$ cat config.mk
export PLATFORM = sky130hd
export DESIGN_NAME = pipe_hazard_unit_flat
export DESIGN_NICKNAME = d
export VERILOG_FILES = /design/src/rtl/pipe_hazard_if.sv /design/src/rtl/pipe_hazard_unit.sv /design/src/flat_wrapper.sv
export SDC_FILE = /design/constraint.sdc
export NUM_CORES = 1
export LEC_CHECK = 0
export BUFFER_PORTS_ARGS = -buffer_cell sky130_fd_sc_hd__buf_2
export CORE_AREA = 2 2 39 41
export DETAILED_ROUTE_END_ITERATION = 7
export DIE_AREA = 0 0 41 43
export GPL_TIMING_DRIVEN = 0
export PLACE_DENSITY = 0.61
export RECOVER_POWER = 25
export REMOVE_ABC_BUFFERS = 1
export SLEW_MARGIN = 20
export SYNTH_ARGS = -nofsm -noshare
export SYNTH_HDL_FRONTEND = slang
export SYNTH_SLANG_ARGS = --single-unit
$ cat constraint.sdc
create_clock -name clk -period 1.2 [get_ports clk]
set_clock_uncertainty 0.05 [all_clocks]
set_input_delay 0.06 -clock clk [delete_from_list [all_inputs] [get_ports clk]]
set_output_delay 0.06 -clock clk [all_outputs]
set_load 0.005 [all_outputs]
$ cat src/rtl/pipe_hazard_if.sv
// Hazard-control bundle between the datapath (master) and pipe_hazard_unit (slave).
// Carries the stall, redirect and operand inputs, plus the per-stage enable/flush outputs.
interface pipe_hazard_if #(
  parameter int NUM_STAGES    = 5,
  parameter int NUM_STALL_SRC = 3,
  parameter int REG_ADDR_W    = 5
);
  logic [NUM_STALL_SRC-1:0] stall_src;
  logic                     redirect;
  logic                     id_mem_read;
  logic [REG_ADDR_W-1:0]    id_rd_addr;
  logic [REG_ADDR_W-1:0]    rs1_addr;
  logic [REG_ADDR_W-1:0]    rs2_addr;
  logic [1:0]               rs_used;
  logic [NUM_STAGES-1:0]    stage_we;
  logic [NUM_STAGES-1:0]    stage_flush;
  logic                     redirect_pend;
  logic                     lu_active;

  modport master (
    output stall_src, redirect, id_mem_read, id_rd_addr, rs1_addr, rs2_addr, rs_used,
    input  stage_we, stage_flush, redirect_pend, lu_active
  );

  modport slave (
    input  stall_src, redirect, id_mem_read, id_rd_addr, rs1_addr, rs2_addr, rs_used,
    output stage_we, stage_flush, redirect_pend, lu_active
  );
endinterface

$ cat src/rtl/pipe_hazard_unit.sv
// Pipeline hazard controller: stall > redirect > load-use bubble > normal flow.
// Optional HAZARD_PERF_CNT_EN adds stall / load-use / redirect performance counters.
module pipe_hazard_unit #(
  parameter int NUM_STAGES    = 5,
  parameter int NUM_STALL_SRC = 3,
  parameter int LU_STALL_CYC  = 1,
  parameter int FLUSH_DEPTH   = 2,
  parameter int REG_ADDR_W    = 5
) (
  input  logic        clk,
  input  logic        rst_n,
`ifdef HAZARD_PERF_CNT_EN
  output logic [31:0] perf_stall_cyc,
  output logic [31:0] perf_lu_cyc,
  output logic [31:0] perf_redir,
`endif
  pipe_hazard_if.slave hif
);

  localparam int LU_CNT_W = $clog2(LU_STALL_CYC + 1);

  typedef enum logic {RUN, LU_WAIT} state_t;

  state_t                state_q, state_d;
  logic [LU_CNT_W-1:0]   lu_cnt_q, lu_cnt_d;
  logic                  pend_q, pend_d;

  logic                  stall;
  logic                  redir;
  logic                  lu_hit;
  logic                  lu_now;
  logic [NUM_STAGES-1:0] we_raw;
  logic [NUM_STAGES-1:0] flush_raw;

  assign stall  = |hif.stall_src;
  assign redir  = hif.redirect | pend_q;
  assign lu_hit = hif.id_mem_read && (hif.id_rd_addr != '0) &&
                  ((hif.rs_used[0] && (hif.rs1_addr == hif.id_rd_addr)) ||
                   (hif.rs_used[1] && (hif.rs2_addr == hif.id_rd_addr)));
  assign lu_now = (state_q == LU_WAIT) || ((state_q == RUN) && lu_hit);

  always_ff @(posedge clk or negedge rst_n) begin
    if (!rst_n) begin
      state_q  <= RUN;
      lu_cnt_q <= '0;
      pend_q   <= 1'b0;
    end else begin
      state_q  <= state_d;
      lu_cnt_q <= lu_cnt_d;
      pend_q   <= pend_d;
    end
  end

  always_comb begin
    state_d   = state_q;
    lu_cnt_d  = lu_cnt_q;
    pend_d    = 1'b0;
    we_raw    = '1;
    flush_raw = '0;
    if (stall) begin
      we_raw = '0;
      pend_d = pend_q | hif.redirect;
    end else if (redir) begin
      for (int i = 1; i <= FLUSH_DEPTH; i++) flush_raw[i] = 1'b1;
      state_d  = RUN;
      lu_cnt_d = '0;
    end else if (lu_now) begin
      we_raw[1:0]  = 2'b00;
      flush_raw[2] = 1'b1;
      if (state_q == RUN) begin
        if (LU_STALL_CYC > 1) begin
          state_d  = LU_WAIT;
          lu_cnt_d = LU_CNT_W'(LU_STALL_CYC - 1);
        end
      end else if (lu_cnt_q <= LU_CNT_W'(1)) begin
        // Last bubble of the sequence; clamp the counter so it never wraps.
        state_d  = RUN;
        lu_cnt_d = '0;
      end else begin
        lu_cnt_d = lu_cnt_q - LU_CNT_W'(1);
      end
    end
  end

  // Every output is forced low while reset is held, independent of the clock.
  assign hif.stage_we      = rst_n ? we_raw : '0;
  assign hif.stage_flush   = rst_n ? flush_raw : '0;
  assign hif.redirect_pend = rst_n & pend_q & stall;
  assign hif.lu_active     = rst_n & lu_now;

`ifdef HAZARD_PERF_CNT_EN
  always_ff @(posedge clk or negedge rst_n) begin
    if (!rst_n) begin
      perf_stall_cyc <= '0;
      perf_lu_cyc    <= '0;
      perf_redir     <= '0;
    end else begin
      if (stall)                   perf_stall_cyc <= perf_stall_cyc + 32'd1;
      if (!stall && !redir && lu_now) perf_lu_cyc <= perf_lu_cyc + 32'd1;
      if (!stall && redir)         perf_redir     <= perf_redir + 32'd1;
    end
  end
`endif

endmodule
$ cat src/flat_wrapper.sv
// flat-port wrapper written by rule: the top's interface ports become plain ports
module pipe_hazard_unit_flat 
#(
  parameter int NUM_STAGES    = 5,
  parameter int NUM_STALL_SRC = 3,
  parameter int LU_STALL_CYC  = 1,
  parameter int FLUSH_DEPTH   = 2,
  parameter int REG_ADDR_W    = 5
)
  (clk, rst_n, hif_stall_src, hif_redirect, hif_id_mem_read, hif_id_rd_addr, hif_rs1_addr, hif_rs2_addr, hif_rs_used, hif_stage_we, hif_stage_flush, hif_redirect_pend, hif_lu_active);
  pipe_hazard_if #(.NUM_STAGES(NUM_STAGES), .NUM_STALL_SRC(NUM_STALL_SRC), .REG_ADDR_W(REG_ADDR_W)) hif_i ();
  input  logic clk;
  input  logic rst_n;
  input wire logic [$bits(hif_i.stall_src)-1:0] hif_stall_src;
  input wire logic [$bits(hif_i.redirect)-1:0] hif_redirect;
  input wire logic [$bits(hif_i.id_mem_read)-1:0] hif_id_mem_read;
  input wire logic [$bits(hif_i.id_rd_addr)-1:0] hif_id_rd_addr;
  input wire logic [$bits(hif_i.rs1_addr)-1:0] hif_rs1_addr;
  input wire logic [$bits(hif_i.rs2_addr)-1:0] hif_rs2_addr;
  input wire logic [$bits(hif_i.rs_used)-1:0] hif_rs_used;
  output wire logic [$bits(hif_i.stage_we)-1:0] hif_stage_we;
  output wire logic [$bits(hif_i.stage_flush)-1:0] hif_stage_flush;
  output wire logic [$bits(hif_i.redirect_pend)-1:0] hif_redirect_pend;
  output wire logic [$bits(hif_i.lu_active)-1:0] hif_lu_active;
  assign hif_i.stall_src = hif_stall_src;
  assign hif_i.redirect = hif_redirect;
  assign hif_i.id_mem_read = hif_id_mem_read;
  assign hif_i.id_rd_addr = hif_id_rd_addr;
  assign hif_i.rs1_addr = hif_rs1_addr;
  assign hif_i.rs2_addr = hif_rs2_addr;
  assign hif_i.rs_used = hif_rs_used;
  assign hif_stage_we = hif_i.stage_we;
  assign hif_stage_flush = hif_i.stage_flush;
  assign hif_redirect_pend = hif_i.redirect_pend;
  assign hif_lu_active = hif_i.lu_active;
  pipe_hazard_unit #(.NUM_STAGES(NUM_STAGES), .NUM_STALL_SRC(NUM_STALL_SRC), .LU_STALL_CYC(LU_STALL_CYC), .FLUSH_DEPTH(FLUSH_DEPTH), .REG_ADDR_W(REG_ADDR_W)) u_core (.clk(clk), .rst_n(rst_n), .hif(hif_i));
endmodule
==> impl_metrics.csv <==
group,metric,value,unit
final_layout,stdcell_count,83,
placement,placed_area,412.9,um^2
final_layout,top_register,"u_core.pend_q",
yosys,yosysWarnings,0,
job,maxCapViolations,0,
cts,clk_pin_slew,0,ps
worst_setup_path,startpoint_type,"input port",
worst_setup_path,rr_worst_depth,2,
placement,gp_congestion,0.6403,
routing,num_vias,345,
final_layout,top_regs,"u_core.pend_q (1)",
final_layout,finalInstanceArea,506.7,um^2
global_route,globalRouteOverflowTotal,0,
placement,place_ws,-274.6,ps
worst_setup_path,arrival,1260,ps
worst_setup_path,crit_required,1090,ps
power,peakVddDrop,0.1489,mV
yosys,seq_area_frac_synth,9.259,%
outcome,status,"finished with violations",
yosys,synth_area,270.3,um^2
power,fin_total_pwr,173.4,uW
die,core_area,1384,um^2
global_route,grt_use_total,8.918,%
placement,detailed_place_hpwl,653.6,um
sta,slew_viol_final,0,
placement,portBuffers,32,
global_route,antenna_found_initial,0,
worst_setup_path,end_kind,"primary output",
worst_setup_path,r2r_start,"u_core.pend_q$_DFF_PN0_",
final_layout,n_antenna_cell,0,
routing,wire_per_inst,8.663,um
yosys,syn_inst,36,
worst_setup_path,path_cells,"buf_8 -> xor2_2 -> nor4_2 -> a32oi_1 -> o41a_1 -> buf_2",
yosys,yosysUniqueCellTypes,18,
cts,clk_latency,0,ps
yosys,ys_ff_latch,1,
final_layout,syn_to_final_growth,87.50,%
worst_setup_path,slowest_stage,"o41a_1",
sta,whs,288.2,ps
yosys,synth_top_area_share,25.93,%
sta,finalCriticalPeriod,1372,ps
sta,final_hold_viol_count,0,
yosys,synth_area_leaders,"xor2_1, buf_4, dfrtp_1, xnor2_1, nor4_2",
placement,place_inst,80,
global_route,grt_max_degree,6,
final_layout,finish.utilization,36.62,%
worst_setup_path,rrSetupSlack,470,ps
power,leakage,0.2625,nW
final_layout,largest_register_ffs,1,
worst_setup_path,cp_max_fo,2,
sta,fmax,729.0,MHz
routing,drtIter0Drc,1,
die,rows,14,
die,die_area,1763,um^2
final_layout,drive_above_1_share,61.19,%
worst_hold_path,hp-class,"input port to flop",
die,die_w,41,um
worst_setup_path,r2r-end,"u_core.pend_q$_DFF_PN0_",
routing,drt-vias-per-instance,4.157,
routing,firstDrtPassIters,2,
die,die_height,43,um
sta,min_period_over_period,114.3,%
die,io_pins,36,
sta,finalSetupViolations,4,
worst_hold_path,holdPathEnd,"u_core.pend_q$_DFF_PN0_",
final_layout,layout.nets,93,
global_route,grt_pass1_vias,310,
worst_setup_path,critPathMaxStageDelay,400,ps
worst_setup_path,path_class,"input port to primary output",
yosys,synth_top_area_cell,"xor2_1",
outcome,violations,"negative setup slack",
power,p_per_area,342.1,nW/um^2
sta,fin_ws,-171.7,ps
routing,drc,0,
final_layout,fillCellCount,149,
routing,wl,719,um
yosys,syn_area_per_cell,7.507,um^2
routing,ant_nets,0,
global_route,grt_pass1_wl,1186,um
die,start_util,19.53,%
worst_hold_path,hold_start,"hif_stall_src[2]",
worst_hold_path,holdPathStages,3,
sta,final.setup.tns,-519.9,ps
sta,rsz0062_at_grt,"yes",
[per-layer routing]
metal / up-vias / GRT usage, % / share of wire (%)
li1: 177 / - / -
met1: 142 / 10.54 / 31
met2: 26 / 15.63 / 50
met3: 0 / 3.141 / 18
met4: 0 / 0 / 0
met5: - / 0 / 0
[worst max path at each step]
stage	start	endpoint	slack [ps]
5_1_grt	hif_id_rd_addr[2]	hif_stage_we[1]	-280
3_3_place_gp	hif_id_rd_addr[3]	hif_stage_we[1]	-260
4_1_cts	hif_rs1_addr[1]	hif_stage_we[1]	-220
3_5_place_dp	hif_id_rd_addr[3]	hif_stage_we[1]	-270
6_report	hif_id_rd_addr[2]	hif_stage_we[1]	-170
2_1_floorplan	hif_id_rd_addr[2]	hif_stage_we[0]	60
[logic make-up (layout without fill, tap and decap cells)]
kind of cell | after synthesis | in the layout | share of synthesized area, %
buffers and inverters | 8 | 37 | 19.44
xor gates and xnor gates | 10 | 10 | 32.41
AOI/OAI and AO/OA | 5 | 5 | 13.89
other | 1 | 3 | 1.388
DFF | 1 | 1 | 9.258
and+or+nand+nor | 11 | 11 | 23.61
[synth_stat cells]
master	count
xor2_1	8
buf_4	6
nor2_1	3
inv_1	2
nand2_1	2
o21ai_0	2
xnor2_1	2
a32oi_1	1
and2_0	1
conb_1	1
dfrtp_1	1
nor3_1	1
nor3b_1	1
nor4_1	1
nor4_2	1
o31ai_1	1
o41a_1	1
or4_1	1
[cell usage in the layout (no fill, tap or decap)]
cell type / n
buf_4: 2
buf_6: 3
dlygate4sd3_1: 1
nor2_1: 3
buf_2: 27
xor2_2: 1
conb_1: 3
xnor2_1: 2
dfrtp_1: 1
xor2_1: 7
nand2_1: 2
o21ai_1: 1
and2_0: 1
buf_8: 1
a32oi_1: 1
clkbuf_1: 1
nor3_2: 1
inv_1: 1
or4_1: 1
nor4_2: 2
nor3b_2: 1
o31ai_4: 1
inv_2: 1
o41a_1: 1
o21ai_2: 1
[final cells by class]
type                            instances  area (um^2)  share of cell area [%]
Tap cell                               16        20.02                   3.951
Inverter                                2        7.507                   1.481
Multi-Input combinational cell         29        241.5                   47.65
Sequential cell                         1        25.02                   4.938
Timing Repair Buffer                   35        212.7                   41.98
[report_power, final]
part / total [mW] / internal, mW / leakage [nW] / switching [mW]
combinational: 0.134 / 0.0751 / 0.252 / 0.0585
sequential: 0.0398 / 0.0370 / 0.0101 / 0.00272
clock: 0 / 0 / 0 / 0
[what timing repair did]
item                                    CTS  global route
endpoints found under the setup margin    4             5
hold buffers                              1             0
setup buffers                             1             1
pin swaps                                 5             3
hold endpoints to repair                  1             0
gates resized for setup                   6            11
[critical path, delay by kind of cell]
family | cells | cell delay, ps
AND/OR/NAND/NOR | 1 | 260
XOR/XNOR | 1 | 160
AO/OA/AOI/OAI | 2 | 550
buffers and inverters | 2 | 230
(Power assumes the default switching activity.)
